[config.mk]
export PLATFORM = sky130hd
export DESIGN_NAME = banner_screen
export DESIGN_NICKNAME = d
export VERILOG_FILES = /design/src/rtl/banner_screen.sv
export SDC_FILE = /design/constraint.sdc
export NUM_CORES = 1
export LEC_CHECK = 0
export CORE_MARGIN = 2
export CORE_UTILIZATION = 30
export CTS_CLUSTER_SIZE = 28
export DETAILED_ROUTE_END_ITERATION = 7
export GPL_TIMING_DRIVEN = 1
export HOLD_SLACK_MARGIN = 0.03
export PLACE_DENSITY_LB_ADDON = 0.12
export SLEW_MARGIN = 20
export SYNTH_ARGS = -nofsm -noshare
export SYNTH_HDL_FRONTEND = slang
export SYNTH_SLANG_ARGS = --single-unit
[constraint.sdc]
create_clock -name Clock -period 8.8 [get_ports Clock]
set_input_delay 2.2 -clock Clock [delete_from_list [all_inputs] [get_ports Clock]]
set_output_delay 2.2 -clock Clock [all_outputs]
set_load 0.02 [all_outputs]
[src/rtl/banner_screen.sv]
`default_nettype none
// ============================================================================
//  Module      : banner_screen
//  Description : Message banner renderer for the lane-runner VGA path.
//                On a rising edge of enable it rasterises one of four
//                five-character messages from a 5x7 glyph ROM, scaled per
//                axis, in staircase or horizontal layout, one pixel per
//                clock onto the shared pixel-write bus.
//                Optional feature macro: BANNER_ERASE_EN (when defined, a
//                latched erase request paints every pixel BG_COLOR).
//  Revision    : 1.0 - initial release
// ============================================================================
module banner_screen #(
    parameter int         NUM_LANES    = 5,
    parameter int         LANE_WIDTH   = 80,
    parameter int         LANE_START_X = 120,
    parameter int         START_Y      = 200,
    parameter int         STEP_Y       = 50,
    parameter int         SCALE_X      = 8,
    parameter int         SCALE_Y      = 7,
    parameter logic [8:0] BG_COLOR     = 9'b000_000_000
) (
    input  logic       Clock,
    input  logic       Resetn,
    input  logic       enable,
    input  logic [1:0] msg_sel,
    input  logic       layout,
    input  logic [8:0] fg_color,
    input  logic       erase,
    output logic       showing,
    output logic       complete,
    output logic [9:0] VGA_x,
    output logic [8:0] VGA_y,
    output logic [8:0] VGA_color,
    output logic       VGA_write
);

    // Cell geometry
    localparam int CW    = 5 * SCALE_X;
    localparam int CH    = 7 * SCALE_Y;
    localparam int X_PAD = (LANE_WIDTH - CW) / 2;

    // Counter widths
    localparam int C_W  = (NUM_LANES > 1) ? $clog2(NUM_LANES) : 1;
    localparam int PX_W = $clog2(CW + 1);
    localparam int PY_W = $clog2(CH + 1);
    localparam int SX_W = $clog2(SCALE_X + 1);
    localparam int SY_W = $clog2(SCALE_Y + 1);

    // Glyph codes
    localparam logic [3:0] G_SP = 4'd0;
    localparam logic [3:0] G_L  = 4'd1;
    localparam logic [3:0] G_O  = 4'd2;
    localparam logic [3:0] G_S  = 4'd3;
    localparam logic [3:0] G_E  = 4'd4;
    localparam logic [3:0] G_R  = 4'd5;
    localparam logic [3:0] G_W  = 4'd6;
    localparam logic [3:0] G_I  = 4'd7;
    localparam logic [3:0] G_N  = 4'd8;
    localparam logic [3:0] G_A  = 4'd9;
    localparam logic [3:0] G_D  = 4'd10;
    localparam logic [3:0] G_Y  = 4'd11;
    localparam logic [3:0] G_P  = 4'd12;
    localparam logic [3:0] G_U  = 4'd13;

    typedef enum logic [1:0] {
        IDLE = 2'd0,
        DRAW = 2'd1,
        DONE = 2'd2
    } state_t;

    // Character code at position idx of message sel; positions past the
    // fifth character render as space so extra lanes are still drawn.
    function automatic logic [3:0] msg_char(input logic [1:0] sel, input int idx);
        logic [19:0] word;
        case (sel)
            2'd0:    word = {G_L, G_O, G_S, G_E, G_R};
            2'd1:    word = {G_W, G_I, G_N, G_SP, G_SP};
            2'd2:    word = {G_R, G_E, G_A, G_D, G_Y};
            default: word = {G_P, G_A, G_U, G_S, G_E};
        endcase
        if (idx < 0 || idx > 4) begin
            return G_SP;
        end
        return 4'(word >> (4 * (4 - idx)));
    endfunction

    // 5x7 glyph ROM: row 0 (top) in bits [34:30], bit 4 of a row = leftmost.
    function automatic logic [34:0] glyph_bits(input logic [3:0] code);
        case (code)
            G_L: return 35'b10000_10000_10000_10000_10000_10000_11111;
            G_O: return 35'b01110_10001_10001_10001_10001_10001_01110;
            G_S: return 35'b01111_10000_10000_01110_00001_00001_11110;
            G_E: return 35'b11111_10000_10000_11110_10000_10000_11111;
            G_R: return 35'b11110_10001_10001_11110_10100_10010_10001;
            G_W: return 35'b10001_10001_10001_10101_10101_10101_01010;
            G_I: return 35'b01110_00100_00100_00100_00100_00100_01110;
            G_N: return 35'b10001_11001_10101_10011_10001_10001_10001;
            G_A: return 35'b01110_10001_10001_11111_10001_10001_10001;
            G_D: return 35'b11110_10001_10001_10001_10001_10001_11110;
            G_Y: return 35'b10001_10001_01010_00100_00100_00100_00100;
            G_P: return 35'b11110_10001_10001_11110_10000_10000_10000;
            G_U: return 35'b10001_10001_10001_10001_10001_10001_01110;
            default: return 35'd0;
        endcase
    endfunction

    // State and counters
    state_t          state_q, state_d;
    logic            enable_prev_q, enable_prev_d;
    logic            arm_q, arm_d;
    logic [C_W-1:0]  c_q, c_d;
    logic [PX_W-1:0] px_q, px_d;
    logic [PY_W-1:0] py_q, py_d;
    logic [SX_W-1:0] sx_q, sx_d;
    logic [SY_W-1:0] sy_q, sy_d;
    logic [2:0]      gx_q, gx_d;
    logic [2:0]      gy_q, gy_d;

    // Latched request
    logic [1:0]      msg_q, msg_d;
    logic            layout_q, layout_d;
    logic [8:0]      fg_q, fg_d;
`ifdef BANNER_ERASE_EN
    logic            erase_q, erase_d;
`endif

    // Registered outputs
    logic            showing_q, showing_d;
    logic            complete_q, complete_d;
    logic [9:0]      vga_x_q, vga_x_d;
    logic [8:0]      vga_y_q, vga_y_d;
    logic [8:0]      vga_color_q, vga_color_d;
    logic            vga_write_q, vga_write_d;

    // Combinational helpers
    logic            w_start;
    logic [3:0]      w_char;
    logic [34:0]     w_glyph;
    logic [4:0]      w_row;
    logic            w_bit;
    logic            w_on;
    logic [9:0]      w_pix_x;
    logic [8:0]      w_pix_y;
    logic            w_px_last;
    logic            w_py_last;
    logic            w_c_last;

    // arm_q blocks a start until enable has been seen low after reset, so
    // releasing reset with enable already high does not launch a draw.
    assign w_start = enable & ~enable_prev_q & arm_q;

    // Glyph lookup for the pixel currently addressed by the counters
    assign w_char  = msg_char(msg_q, int'(c_q));
    assign w_glyph = glyph_bits(w_char);
    assign w_row   = 5'(w_glyph >> (5 * (6 - int'(gy_q))));
    assign w_bit   = w_row[3'd4 - gx_q];

`ifdef BANNER_ERASE_EN
    assign w_on = w_bit & ~erase_q;
`else
    logic unused_erase;
    assign unused_erase = erase;
    assign w_on = w_bit;
`endif

    // Screen coordinates of the current pixel; sums wrap to bus width
    assign w_pix_x = 10'(LANE_START_X + X_PAD) + 10'(c_q) * 10'(LANE_WIDTH) + 10'(px_q);
    assign w_pix_y = 9'(START_Y) + (layout_q ? 9'd0 : 9'(c_q) * 9'(STEP_Y)) + 9'(py_q);

    assign w_px_last = (px_q == PX_W'(CW - 1));
    assign w_py_last = (py_q == PY_W'(CH - 1));
    assign w_c_last  = (c_q  == C_W'(NUM_LANES - 1));

    // Next-state logic for the draw FSM, raster counters and outputs
    always_comb begin
        state_d       = state_q;
        enable_prev_d = enable;
        arm_d         = arm_q | ~enable;
        c_d           = c_q;
        px_d          = px_q;
        py_d          = py_q;
        sx_d          = sx_q;
        sy_d          = sy_q;
        gx_d          = gx_q;
        gy_d          = gy_q;
        msg_d         = msg_q;
        layout_d      = layout_q;
        fg_d          = fg_q;
`ifdef BANNER_ERASE_EN
        erase_d       = erase_q;
`endif
        showing_d     = showing_q;
        complete_d    = complete_q;
        vga_x_d       = '0;
        vga_y_d       = '0;
        vga_color_d   = '0;
        vga_write_d   = 1'b0;

        case (state_q)
            IDLE: begin
                c_d        = '0;
                px_d       = '0;
                py_d       = '0;
                sx_d       = '0;
                sy_d       = '0;
                gx_d       = '0;
                gy_d       = '0;
                showing_d  = 1'b0;
                complete_d = 1'b0;
                if (w_start) begin
                    msg_d     = msg_sel;
                    layout_d  = layout;
                    fg_d      = fg_color;
`ifdef BANNER_ERASE_EN
                    erase_d   = erase;
`endif
                    showing_d = 1'b1;
                    state_d   = DRAW;
                end
            end

            DRAW: begin
                if (!enable) begin
                    // Abort: the master FSM withdrew the request mid-draw
                    showing_d = 1'b0;
                    state_d   = IDLE;
                end else begin
                    vga_x_d     = w_pix_x;
                    vga_y_d     = w_pix_y;
                    vga_color_d = w_on ? fg_q : BG_COLOR;
                    vga_write_d = 1'b1;

                    // px fastest, then py, then character; sx/sy track
                    // position within a scaled glyph cell so no divide is
                    // needed to find the glyph column/row.
                    if (w_px_last) begin
                        px_d = '0;
                        sx_d = '0;
                        gx_d = '0;
                        if (w_py_last) begin
                            py_d = '0;
                            sy_d = '0;
                            gy_d = '0;
                            if (w_c_last) begin
                                c_d     = '0;
                                state_d = DONE;
                            end else begin
                                c_d = c_q + C_W'(1);
                            end
                        end else begin
                            py_d = py_q + PY_W'(1);
                            if (sy_q == SY_W'(SCALE_Y - 1)) begin
                                sy_d = '0;
                                gy_d = gy_q + 3'd1;
                            end else begin
                                sy_d = sy_q + SY_W'(1);
                            end
                        end
                    end else begin
                        px_d = px_q + PX_W'(1);
                        if (sx_q == SX_W'(SCALE_X - 1)) begin
                            sx_d = '0;
                            gx_d = gx_q + 3'd1;
                        end else begin
                            sx_d = sx_q + SX_W'(1);
                        end
                    end
                end
            end

            DONE: begin
                showing_d  = 1'b0;
                complete_d = 1'b1;
                if (!enable) begin
                    complete_d = 1'b0;
                    state_d    = IDLE;
                end
            end

            default: begin
                showing_d  = 1'b0;
                complete_d = 1'b0;
                state_d    = IDLE;
            end
        endcase
    end

    // All state registers, asynchronously cleared
    always_ff @(posedge Clock or negedge Resetn) begin
        if (!Resetn) begin
            state_q       <= IDLE;
            enable_prev_q <= 1'b0;
            arm_q         <= 1'b0;
            c_q           <= '0;
            px_q          <= '0;
            py_q          <= '0;
            sx_q          <= '0;
            sy_q          <= '0;
            gx_q          <= '0;
            gy_q          <= '0;
            msg_q         <= '0;
            layout_q      <= 1'b0;
            fg_q          <= '0;
`ifdef BANNER_ERASE_EN
            erase_q       <= 1'b0;
`endif
            showing_q     <= 1'b0;
            complete_q    <= 1'b0;
            vga_x_q       <= '0;
            vga_y_q       <= '0;
            vga_color_q   <= '0;
            vga_write_q   <= 1'b0;
        end else begin
            state_q       <= state_d;
            enable_prev_q <= enable_prev_d;
            arm_q         <= arm_d;
            c_q           <= c_d;
            px_q          <= px_d;
            py_q          <= py_d;
            sx_q          <= sx_d;
            sy_q          <= sy_d;
            gx_q          <= gx_d;
            gy_q          <= gy_d;
            msg_q         <= msg_d;
            layout_q      <= layout_d;
            fg_q          <= fg_d;
`ifdef BANNER_ERASE_EN
            erase_q       <= erase_d;
`endif
            showing_q     <= showing_d;
            complete_q    <= complete_d;
            vga_x_q       <= vga_x_d;
            vga_y_q       <= vga_y_d;
            vga_color_q   <= vga_color_d;
            vga_write_q   <= vga_write_d;
        end
    end

    assign showing   = showing_q;
    assign complete  = complete_q;
    assign VGA_x     = vga_x_q;
    assign VGA_y     = vga_y_q;
    assign VGA_color = vga_color_q;
    assign VGA_write = vga_write_q;

endmodule
`default_nettype wire

# Yosys cells after proc, flatten, opt, wreduce, memory -nomap -nowiden
# Memory sizes are Yosys's and may differ from the RTL's.
# Cells that the tools add are included.
dict set report totals {
  reg_bits 75
  memories 1
  output_inout_bits 31
  mem_bits_ro 496
  in_bits 16
  elab_cells 133
}
dict set report op_classes {
  n_reduce_logical 10
  magnitude_cmp 2
  multipliers 3
  n_bitwise 5
  addsub 14
  muxes 57
  n_eq_ne 20
  shift 2
}
# memory words width rd rd_clocked_by_memory_dff wr line_no
set memory_table {}
lappend memory_table {{(name not given)} 16 31 1 0 0 90} ;# case (code)
# operator n
set op_table {}
lappend op_table {{20-bit case mux with 3 select lines} 1}
lappend op_table {{9-bit 2-to-1 mux} 6}
lappend op_table {{3-bit 2-to-1 mux} 15}
lappend op_table {{35-bit by 32-bit right shift with 5-bit output} 1}
lappend op_table {{20-bit by 32-bit right shift with 4-bit output} 1}
lappend op_table {{6-bit 2-to-1 mux} 5}
lappend op_table {{3-bit case mux with 2 select lines} 4}
lappend op_table {{6-bit case mux with 2 select lines} 2}
lappend op_table {{10-bit 2-to-1 mux} 2}
lappend op_table {{4-bit 2-to-1 mux} 5}
lappend op_table {{3-bit inequality test (second input constant)} 5}
lappend op_table {{3-bit by 1-bit adder with 3-bit output (second input constant)} 4}
lappend op_table {{6-bit by 1-bit adder with 6-bit output (second input constant)} 2}
lappend op_table {{6-bit equality test (second input constant)} 2}
lappend op_table {{2-bit 2-to-1 mux} 6}
lappend op_table {{2-bit inequality test (second input constant)} 6}
lappend op_table {{10-bit by 6-bit adder with 10-bit output} 1}
lappend op_table {{8-bit by 10-bit adder with 10-bit output (first input constant)} 1}
lappend op_table {{8-bit by 9-bit adder with 9-bit output (first input constant)} 1}
lappend op_table {{9-bit by 6-bit adder with 9-bit output} 1}
lappend op_table {{3-bit by 5-bit multiplier with 8-bit output (second input constant)} 1}
lappend op_table {{4-bit by 4-bit multiplier with 8-bit output (first input constant)} 1}
lappend op_table {{4-bit case mux with 2 select lines} 1}
lappend op_table {{4-bit AND reduction} 2}
lappend op_table {{22 further kinds} 37}

# Depth between registers and ports, before layout
# Gate-level depths: netlist (run 1).
# An unclocked memory read counts as a cell.
dict set report logic_depth {
  ltp_word 11
  depth_mapped 20
  depth_no_buf 18
}

# Worst setup path after synthesis (run 1)
# OpenSTA, ideal clock, no wires.
dict set report synth_path {
  path_kind {flip-flop to flip-flop}
  from {register c_q[0]}
  to {register vga_color_q[0] (netlist: VGA_color[0])}
  n_path_buf 2
  stages_incl_launch_ff 19
  t_required_ns 8.668
  slack_ns 4.661
  period_less_slack_ns 4.139
  arrival_ns 4.008
  setup_time_ns 0.132
  path_cell_list {dfrtp_1 > buf_6 > inv_1 > ha_1 > inv_1 > ha_1 > nor2b_1 > nand3_1 > o2111ai_2 > buf_2 > ha_1 > nor3_1 > or3_1 > o221a_2 > o211ai_1 > a311oi_1 > a211oi_1 > a32oi_4 > nor2b_1}
}
dict set report synth_via {
  elab_chain_cells 10
  elab_cells_between_ends 12
  classes_between {add/sub: 1; order compare: 1; shift: 2; mux: 7; memory: 1}
}
# element line_no
set synth_lines {}
lappend synth_lines {{start, declared} 112} ;# logic [C_W-1:0] c_q, c_d;
lappend synth_lines {{start signal, assigned} 295} ;# c_q <= '0;
lappend synth_lines {{start signal, assigned} 318} ;# c_q <= c_d;
lappend synth_lines {{3-bit by 3-bit subtractor with 4-bit output / 3-bit greater-than comparator (equally long branches)} {85, 82}}
lappend synth_lines {{20-bit by 32-bit right shift with 4-bit output / 1-bit 2-to-1 mux (equally long branches)} {85, 82}}
lappend synth_lines {{4-bit 2-to-1 mux *} 85} ;# return 4'(word >> (4 * (4 - idx)));
lappend synth_lines {{memory 16 x 31 bit *} n/a}
lappend synth_lines {{35-bit by 32-bit right shift with 5-bit output *} 156} ;# assign w_row = 5'(w_glyph >> (5 * (6 - int'(gy_q))));
lappend synth_lines {{1-bit binary-select mux with 3-bit select *} 157} ;# assign w_bit = w_row[3'd4 - gx_q];
lappend synth_lines {{1-bit 2-to-1 mux (implied by the code) *} 157}
lappend synth_lines {{9-bit 2-to-1 mux *} 231} ;# vga_color_d = w_on ? fg_q : BG_COLOR;
lappend synth_lines {{9-bit 2-to-1 mux *} 224} ;# if (!enable) begin
lappend synth_lines {{9-bit 2-to-1 mux *} 200} ;# case (state_q)
lappend synth_lines {{named net vga_color_d[0]} 133} ;# logic [8:0] vga_color_q, vga_color_d;
lappend synth_lines {{end signal, assigned} 335} ;# vga_color_q <= vga_color_d;
lappend synth_lines {{end, declared} 133}
# The timed path passes the listed nets; every way through them passes the cells marked *. The select of a mux whose other input is x is not followed.
# A chain may end at the register's enable or synchronous reset.

# Final worst setup path (run 1)
dict set report layout_path {
  from {register c_q[0]}
  to {register vga_color_q[6] (netlist: VGA_color[6])}
}
# The elaborated chain is that of the path after synthesis.

==> reports/qor.yml, run 1 <==
status:
  outcome: "completed"
worst_setup_path:
  end_kind: "flop"
  crit_fanout: 21
  path_delay_family: "compound AO/OA/AOI/OAI gates"
  critPathLaunchType: "flop"
  crit_chain: "inv_1 -> ha_1 -> inv_1 -> ha_1 -> nor2b_1 -> nand3_1 -> o2111ai_2 -> inv_1 -> ha_1 -> nand3_2 -> o311ai_0 -> o221ai_1 -> nor4_1 -> nor4_1 -> a311oi_2 -> a32oi_4 -> nor2b_1"
  crit_path_max_incr_delay_ns: 0.84
  crit_buf_inv: 3
  crit_required_ns: 9.07
  arrival_ns: 6.31
  critical_path_class: "reg2reg"
  crit_slowest_cell: "dfrtp_1"
global_routing:
  use_met1_pct: 23.9
  grtUsageMet2_pct: 25.8
  gr-max-usage-layer: "met2"
  grt_overflow: 0
  first_global_vias: 5420
  grtUsageTotal_pct: 16.8
  grt_max_degree: 76
  grtUsageMet3_pct: 3.47
  grt_pass1_wl_um: 29200
  antenna_found_initial: 0
clock_tree:
  cts.sinks: 75
  clkTransAtPathRegs_ns: 0.06
  cts_resized: 0
  cts_max_path_buffers: 2
  clock-root-buffer: "clkbuf_16"
  cts_setup_buffers: 0
  clk_latency_ns: 0.34
  cts_tree: "yes"
  numCtsBuffers: 9
  postCtsHoldBufs: 0
  htreeDepth: 3
sta:
  drv_slew: 0
  setup_viol: 0
  worst_slew_pin_slew_ns: 1.06
  period_needed_ns: 6.05
  max-slew-margin-rel_pct: 29.5
  max_freq_mhz: 165
  clock_skew_ns: 0.00772
  rsz0062_at_grt: "false"
  final.setup.tns_ns: 0
  timing.final.crit_share_pct: 68.7
  final_hold_viol_count: 0
pwr:
  power.density_nw_per_um2: 269
  ir_drop_uv: 126
  p_leak_nw: 2.94
layout:
  drive_above_1_share_pct: 8.63
  nNetsFinal: 792
  num_antenna_cells: 0
  final_cells: 1000
  layout_common_cells: "75 x dfrtp_1, 66 x nand2_1, 55 x nor2_1"
  area_growth_syn_to_layout_pct: 15.3
  layout_commonest_cell: "dfrtp_1"
synthesis:
  syn_inst: 702
  ys_ff_latch: 75
  syn_area_sq_um: 6070
  ys_async_sr_fraction_pct: 100
  syn-num-nets: 769
  yosys_warnings: 0
  ys_seq_area_share_pct: 30.9
  synth_area_leader_cell: "dfrtp_1"
  synth_xor_area_share_pct: 2.02
  ys.flop_type: "dfrtp_1"
  synth-compound-area-share_pct: 24.4
  synth_top_area_share_pct: 30.9
  synth_edf_count: 0
  synth_cell_type_count: 76
  synthAdderAreaFrac_pct: 10.9
  synth.area.top_cells: "dfrtp_1 31%, ha_1 10%, nand2_1 4.1%"
  synth_mux_area_share_pct: 4.68
  synthSimpleGateAreaFrac_pct: 21.4
  synth_top_family_by_area: "compound AO/OA/AOI/OAI gates"
  avgSynthCellArea_sq_um: 8.64
drt:
  ant_nets: 0
  route.detailed.drc: 0
  wl_per_cell_um: 17.8
  firstDrtPassIters: 5
  drt-total-wl_um: 17800
  routed_via_density: 5.61
  drtIter0Drc: 478
  vias: 5610
floorplan:
  initial_core_util_pct: 30.3
  core_sq_um: 20000
  die_y_um: 146
  fp.dieArea_sq_um: 21400
  ios: 47
  die_w_um: 146
  rows: 52
placement:
  port_buffers: 45
  dp_hpwl_um: 12700
  gp_congestion: 0.866
  place_inst: 984
job:
  maxCapViolations: 0
min_path:
  hold_path_class: "reg2reg"
## area by class of cell
| type | instances | area [sq um] |
|---|---|---|
| Clock buffer | 9 | 225 |
| Clock inverter | 7 | 58.8 |
| Fill cell | 2148 | 13000 |
| Inverter | 33 | 124 |
| Multi-Input combinational cell | 551 | 3850 |
| Sequential cell | 75 | 1880 |
| Tap cell | 270 | 338 |
| Timing Repair Buffer | 55 | 523 |
## path summary, 6_finish.rpt
path | from | to | slack [ns] | depth (start not counted)
max in group asynchronous | Resetn | sy_q[1] | 6.16 | 1
min reg2reg | arm_q | arm_q | 0.46 | 1
min | arm_q | arm_q | 0.46 | 1
min in group asynchronous | Resetn | VGA_x[3] | 2.00 | 1
max | c_q[0] | VGA_color[6] | 2.75 | 17
max reg2reg | c_q[0] | VGA_color[6] | 2.75 | 17
## worst reg2reg max path, cell delays in order (launching register included)
cell and delay [ns]:
dfrtp_1 0.84, inv_1 0.19, ha_1 0.27, inv_1 0.06, ha_1 0.27, nor2b_1 0.17, nand3_1 0.20, o2111ai_2 0.46
inv_1 0.63, ha_1 0.46, nand3_2 0.26, o311ai_0 0.72, o221ai_1 0.30, nor4_1 0.26, nor4_1 0.14, a311oi_2 0.33
a32oi_4 0.25, nor2b_1 0.18
## cell usage after synthesis (all sizes together), types with 5 or more instances
cell / count
o211ai: 15
dfrtp: 75
ha: 49
o2111ai: 9
o32ai: 5
nor2b: 18
buf: 20
o31ai: 7
a21oi: 33
a2111oi: 8
nand2: 66
clkbuf: 23
and3: 6
o21ai: 49
inv: 31
mux2i: 10
o221ai: 9
xor2: 7
nor4: 17
a211oi: 20
xnor2: 7
nor3: 31
nand3: 23
mux2: 16
nand4: 11
a21o: 10
a31oi: 6
nor2: 55
nand2b: 15
## where the power goes
part / switching [mW] / internal, mW / leakage, nW
logic: 0.730 / 0.394 / 1.80
clock network: 0.154 / 0.195 / 0.138
registers: 0.0311 / 0.377 / 0.999
## metal layers
metal  wire, um  vias up
met2       8000      186
li1           -     2664
met3       1190       26
met4        260        0
met1       8350     2734
met5          0        -
## per-stage QoR
step / util [%] / hold WS, ns / area (sq um) / power [mW] / worst slack [ns]
after detailed placement: 33.5 / 0.452 / 6710 / 1.51 / 2.87
after global routing: 34.9 / 0.505 / 6990 / 2.01 / 2.41
after global placement: 33.5 / 0.443 / 6710 / 1.52 / 2.86
after CTS: 34.9 / 0.467 / 6990 / 1.88 / 2.84
final: 34.9 / 0.463 / 6990 / 1.88 / 2.75
after floorplan: - / 0.425 / 6070 / 1.25 / 4.66
## flip-flops by register name, summed over array words and instances (netlist names), 2 cells and up
signal and cells:
VGA_color 9, VGA_y 9, VGA_x 10, py_q 6
c_q 3, state_q 2, fg_q 9, px_q 6
gy_q 3, sy_q 3, msg_q 2, sx_q 4
gx_q 3
## kinds of logic after synthesis
group / Yosys count
multiplexers: 26
flip-flops: 75
AO/OA/AOI/OAI: 203
XOR/XNOR: 14
adder cells (fa/ha/maj): 52
AND/OR/NAND/NOR: 256
buffers and inverters: 76
Power figures use the tool's default switching activity.
==> run 2, diff against run 1 <==
Clock period 8.8 ns to 5.2 ns, I/O delays scaled along.
==> reports/qor.yml, run 2 (synthesis gave the netlist of run 1 again) <==
floorplan:
  die_y_um: 146  # unchanged
  core_sq_um: 20000  # unchanged
  fp.dieArea_sq_um: 21400  # unchanged
  rows: 52  # unchanged
  die_w_um: 146  # unchanged
  initial_core_util_pct: 30.3  # unchanged
  ios: 47  # unchanged
layout:
  drive_above_1_share_pct: 11.1  # +2.4 points
  ff_latch_area_sq_um: 1880  # unchanged
  area_growth_syn_to_layout_pct: 17.8
  layout_commonest_cell: "dfrtp_1"
  multi_input_area_sq_um: 3850  # unchanged
  num_antenna_cells: 0  # unchanged
  design_area_sq_um: 7150  # +2.2%
  num-fill-cells: 2127  # -0.98%
  postLayoutCoreUtil_pct: 35.7  # +0.76 points
  largest_register_ffs: 10  # unchanged
  layout_common_cells: "75 x dfrtp_1, 66 x nand2_1, 55 x nor2_1"
  final_cells: 1020  # +2.0%
  nNetsFinal: 812  # +2.5%
worst_setup_path:
  r2r-start: "c_q[1]"
  rr_endpoint: "VGA_color[0]"
  r2r_cells: 16  # -1
  crit_path_max_incr_delay_ns: 0.67  # -0.17 ns
  crit_required_ns: 5.47  # -3.60 ns
  crit_fanout: 13  # -38%
  reg2reg_slack_ns: 0.57  # -2.19 ns
  critical_path_class: "reg2reg"
  critPathLaunchType: "flop"
  cp-startpoint: "c_q[1]"
  arrival_ns: 4.90  # -1.41 ns
  cpMostUsedCell: "ha_1"
  path_delay_family: "compound AO/OA/AOI/OAI gates"
  crit_chain: "inv_1 -> ha_1 -> inv_1 -> ha_1 -> o21ai_0 -> a221o_1 -> inv_2 -> ha_1 -> mux2i_1 -> a211oi_1 -> o2111ai_1 -> o211ai_1 -> a311oi_1 -> a211oi_1 -> a32oi_4 -> nor2b_1"
  end_kind: "flop"
  crit_slowest_cell: "a211oi_1"
  crit_buf_inv: 3  # unchanged
pwr:
  internal_power_mw: 1.71  # +77%
  p_sw_share_pct: 48.0  # -0.66 points
  p_comb_share_pct: 61.2  # +1.4 points
  net-switching-power_mw: 1.58  # +73%
  power.density_nw_per_um2: 461  # +71%
  p_leak_nw: 3.04  # +3.2%
  ir_drop_uv: 193  # +53%
  seqPwrFrac_pct: 20.4  # -1.3 points
  total_power_mw: 3.29  # +75%
  clockPowerShare_pct: 18.4  # about the same
sta:
  setup_viol: 0  # unchanged
  period_needed_ns: 4.63  # -1.41 ns
  rsz0062_at_grt: "false"
  clock_skew_ns: 0.0144  # +0.00664 ns
  worst_slew_pin_slew_ns: 0.959  # -0.0987 ns
  final_hold_viol_count: 0  # unchanged
  whs_ns: 0.467  # +0.00379 ns
  max_freq_mhz: 216  # +30%
  timing.final.crit_share_pct: 89.1  # +20 points
  drv_slew: 0  # unchanged
  setup_slack_ns: 0.566  # -2.19 ns
  final.setup.tns_ns: 0  # unchanged
  max-slew-margin-rel_pct: 36.1  # +6.6 points
clock_tree:
  clk_latency_ns: 0.34  # about the same
  cts_resized: 0  # unchanged
  postCtsHoldBufs: 0  # unchanged
  cts_setup_buffers: 0  # unchanged
  clock-root-buffer: "clkbuf_16"
  clkTransAtPathRegs_ns: 0.06  # about the same
  cts_max_path_buffers: 2  # unchanged
  htreeDepth: 3  # unchanged
  cts.sinks: 75  # unchanged
  cts_tree: "yes"
  numCtsBuffers: 9  # unchanged
job:
  maxCapViolations: 0  # unchanged
drt:
  drtIter0Drc: 450  # -5.9%
  routed_via_density: 5.56  # -0.86%
  ant_nets: 0  # unchanged
  vias: 5673  # +1.1%
  wl_per_cell_um: 17.8  # about the same
  firstDrtPassIters: 5  # unchanged
  drt-total-wl_um: 18100  # +2.0%
  route.detailed.drc: 0  # unchanged
min_path:
  hold_path_class: "reg2reg"
  whs_path_depth: 1  # unchanged
  min_to: "arm_q"
  holdCritStartpoint: "arm_q"
global_routing:
  grtUsageTotal_pct: 17.2  # +0.44 points
  antenna_found_initial: 0  # unchanged
  grt_max_degree: 76  # unchanged
  grt_pass1_wl_um: 29600  # +1.6%
  grt_overflow: 0  # unchanged
  first_global_vias: 5539  # +2.2%
status:
  outcome: "completed"
placement:
  pre_cts_ws_ns: 0.584  # -2.28 ns
  place_inst: 1004  # +2.0%
  dp_hpwl_um: 13500  # +6.0%
  port_buffers: 45  # unchanged
  placed_area_sq_um: 6860  # +2.2%
  gp_congestion: 0.883  # +2.0%
[run 2: worst max path at each step]
stage / cells after the start / endpoint
after floorplan: 18 / VGA_color[0]
after global placement: 13 / VGA_color[8]
after detailed placement: 17 / VGA_color[7]
after CTS: 17 / VGA_color[0]
after global routing: 17 / VGA_color[8]
final: 16 / VGA_color[0]
[run 2: layout make-up]
type | instances | area share [%]
Clock inverter | 7 | 0.840
Multi-Input combinational cell | 551 | 53.9
Tap cell | 270 | 4.73
Clock buffer | 9 | 3.15
Timing Repair Buffer | 75 | 9.42
Sequential cell | 75 | 26.3
Inverter | 33 | 1.73
[run 2: power by group through the flow]
stage | clock, mW | combinational (mW) | sequential [mW]
2_1_floorplan | 0 | 1.41 | 0.703
3_3_place_gp | 0 | 1.98 | 0.683
3_5_place_dp | 0 | 1.98 | 0.685
4_1_cts | 0.629 | 1.99 | 0.674
5_1_grt | 0.653 | 2.18 | 0.682
6_report | 0.605 | 2.01 | 0.673
[run 2: metal layers]
metal	wire length, um	track usage [%]
met5	0	0
met4	197	4.47
met3	849	3.62
met1	8770	23.9
met2	8330	27.4
[run 2: worst reg2reg max path, stage by stage (launching register included)]
cell and delay [ns]:
dfrtp_1 0.37, inv_1 0.10, ha_1 0.18, inv_1 0.05
ha_1 0.35, o21ai_0 0.11, a221o_1 0.56, inv_2 0.30
ha_1 0.40, mux2i_1 0.12, a211oi_1 0.67, o2111ai_1 0.17
o211ai_1 0.25, a311oi_1 0.14, a211oi_1 0.39, a32oi_4 0.23
nor2b_1 0.16
==> run 3, diff against run 2 <==
Settings changed: CORE_UTILIZATION 30 to 60, MAX_ROUTING_LAYER set to met4.
Clock period 5.2 ns to 4.7 ns, I/O delays scaled along.
==> reports/qor.yml, run 3 (synthesis gave the netlist of run 1 again) <==
layout:
  postLayoutCoreUtil_pct: 71.3  # +36 points
  layout_commonest_cell: "dfrtp_1"
  drive_above_1_share_pct: 12.6  # +1.6 points
  layout_common_cells: "74 x dfrtp_1, 66 x nand2_1, 55 x nor2_1"
  area_growth_syn_to_layout_pct: 14.9
  num_antenna_cells: 0  # unchanged
  nNetsFinal: 815  # +0.37%
  largest_register_ffs: 10  # unchanged
worst_setup_path:
  cp-startpoint: "c_q[0]"
  crit_fanout: 5  # -8
  rr_endpoint: "VGA_color[6]"
  critPathLaunchType: "flop"
  end_kind: "flop"
  critical_path_class: "reg2reg"
  r2r-start: "c_q[0]"
  r2r_cells: 18  # +2
  arrival_ns: 4.65  # -0.25 ns
  reg2reg_slack_ns: 0.27  # -0.30 ns
  crit_required_ns: 4.92  # -0.55 ns
pwr:
  p_leak_nw: 3.02  # -0.57%
  p_sw_share_pct: 47.7  # -0.30 points
  ir_drop_uv: 371  # +92%
  p_comb_share_pct: 64.9  # +3.7 points
  clockPowerShare_pct: 14.0  # -4.4 points
  seqPwrFrac_pct: 21.2  # +0.8 points
  net-switching-power_mw: 1.68  # +6.5%
  internal_power_mw: 1.85  # +7.8%
  power.density_nw_per_um2: 506  # +9.9%
sta:
  drv_slew: 0  # unchanged
  max-slew-margin-rel_pct: 38.2  # +2.1 points
  setup_viol: 0  # unchanged
  final.setup.tns_ns: 0  # unchanged
  worst_slew_pin_slew_ns: 0.928  # -0.0316 ns
  max_freq_mhz: 226  # +4.5%
  final_hold_viol_count: 0  # unchanged
  clock_skew_ns: 0.0107  # -0.00370 ns
  rsz0062_at_grt: "false"
  timing.final.crit_share_pct: 94.3  # +5.2 points
  period_needed_ns: 4.43  # -0.200 ns
job:
  maxCapViolations: 0  # unchanged
floorplan:
  ios: 47  # unchanged
  initial_core_util_pct: 62.1  # +32 points
  fp.dieArea_sq_um: 10900  # -49%
  rows: 36  # -31%
  core_sq_um: 9770  # -51%
  die_y_um: 105  # -28%
  die_w_um: 105  # -28%
global_routing:
  grt_max_degree: 76  # unchanged
  grt_overflow: 0  # unchanged
  antenna_found_initial: 0  # unchanged
  grt_pass1_wl_um: 27900  # -5.9%
  grtUsageTotal_pct: 32.3  # +15 points
  first_global_vias: 5541  # +0.036%
clock_tree:
  cts_tree: "yes"
  postCtsHoldBufs: 0  # unchanged
  clkTransAtPathRegs_ns: 0.08  # +0.02 ns
  cts_max_path_buffers: 2  # unchanged
  htreeDepth: 3  # unchanged
  numCtsBuffers: 9  # unchanged
  clk_latency_ns: 0.35  # about the same
  clock-root-buffer: "clkbuf_8"
  cts.sinks: 75  # unchanged
placement:
  gp_congestion: 0.977  # +11%
  port_buffers: 45  # unchanged
  dp_hpwl_um: 12000  # -11%
drt:
  firstDrtPassIters: 7  # +2
  wl_per_cell_um: 19.1  # +7.6%
  drt-total-wl_um: 16900  # -6.8%
  vias: 5902  # +4.0%
  drtIter0Drc: 655  # +46%
  ant_nets: 0  # unchanged
  route.detailed.drc: 1  # +1
  routed_via_density: 6.68  # +20%
min_path:
  min_to: "arm_q"
  hold_path_class: "reg2reg"
  whs_path_depth: 1  # unchanged
  holdCritStartpoint: "arm_q"
status:
  outcome: "finished, violations left"
  violations: "design-rule violations"
[run 3: cell count changes in the layout (fill, tap and decap cells not counted), sizes merged]
cell,before,now
clkinvlp,2,1
buf,31,33
clkinv,4,3
clkbuf,9,10
bufinv,0,1
a32oi,1,2
inv,34,32
[run 3: layout make-up]
| class | count | area (sq um) |
|---|---|---|
| Clock inverter | 4 | 51.3 |
| Fill cell | 774 | 2800 |
| Sequential cell | 75 | 1880 |
| Clock buffer | 10 | 138 |
| Inverter | 33 | 124 |
| Timing Repair Buffer | 77 | 688 |
| Tap cell | 133 | 166 |
| Multi-Input combinational cell | 552 | 3930 |
[run 3: how the worst max path moves through the flow]
stage | endpoint | slack, ns
final | VGA_color[6] | 0.27
after global routing | VGA_color[4] | 0.006
after CTS | VGA_color[5] | 0.21
after detailed placement | VGA_color[4] | 0.25
after global placement | VGA_color[3] | 0.37
after floorplan | VGA_color[0] | 0.56
[run 3: what timing repair did]
action / 4_1_cts / 5_1_grt
setup buffers: 0 / 1
setup endpoints to repair: 0 / 9
resized for setup: 0 / 14
[run 3: power by group through the flow]
stage	Combinational, mW	Clock (mW)	Sequential, mW
after floorplan	1.56	0	0.778
after global placement	2.13	0	0.752
after detailed placement	2.16	0	0.758
after CTS	2.18	0.504	0.746
after global routing	2.47	0.530	0.755
final	2.29	0.492	0.747
[run 3: worst max-delay path, stage by stage (launching register included)]
cell,delay (ns)
dfrtp_1,0.38
inv_1,0.10
ha_1,0.19
inv_1,0.05
ha_1,0.34
nor2b_1,0.19
nand3_1,0.23
o2111ai_2,0.31
inv_1,0.14
ha_1,0.31
mux2i_1,0.21
o211ai_1,0.19
a2111oi_1,0.55
nor4_1,0.15
nor4_2,0.33
a311oi_2,0.06
buf_4,0.18
a32oi_2,0.29
nor2b_1,0.09
[run 3: metrics by stage]
| step | area [sq um] | cells | total power, mW | hold WS (ns) | worst slack (ns) |
|---|---|---|---|---|---|
| finish | 6970 | 884 | 3.53 | 0.467 | 0.266 |
| CTS | 6890 | 882 | 3.43 | 0.470 | 0.207 |
| floorplan | 6070 | 702 | 2.34 | 0.425 | 0.561 |
| global route | 6970 | 884 | 3.76 | 0.501 | 0.00558 |
| detailed placement | 6700 | 868 | 2.92 | 0.450 | 0.252 |
| global placement | 6700 | 868 | 2.88 | 0.444 | 0.371 |
[run 3: layer usage]
layer	wire (um)	global-route usage [%]	share of wire [%]
met5	0	-	0
met3	1440	4.43	8.5
met1	7170	44.8	42
met2	7910	49.2	47
met4	387	10.4	2.3
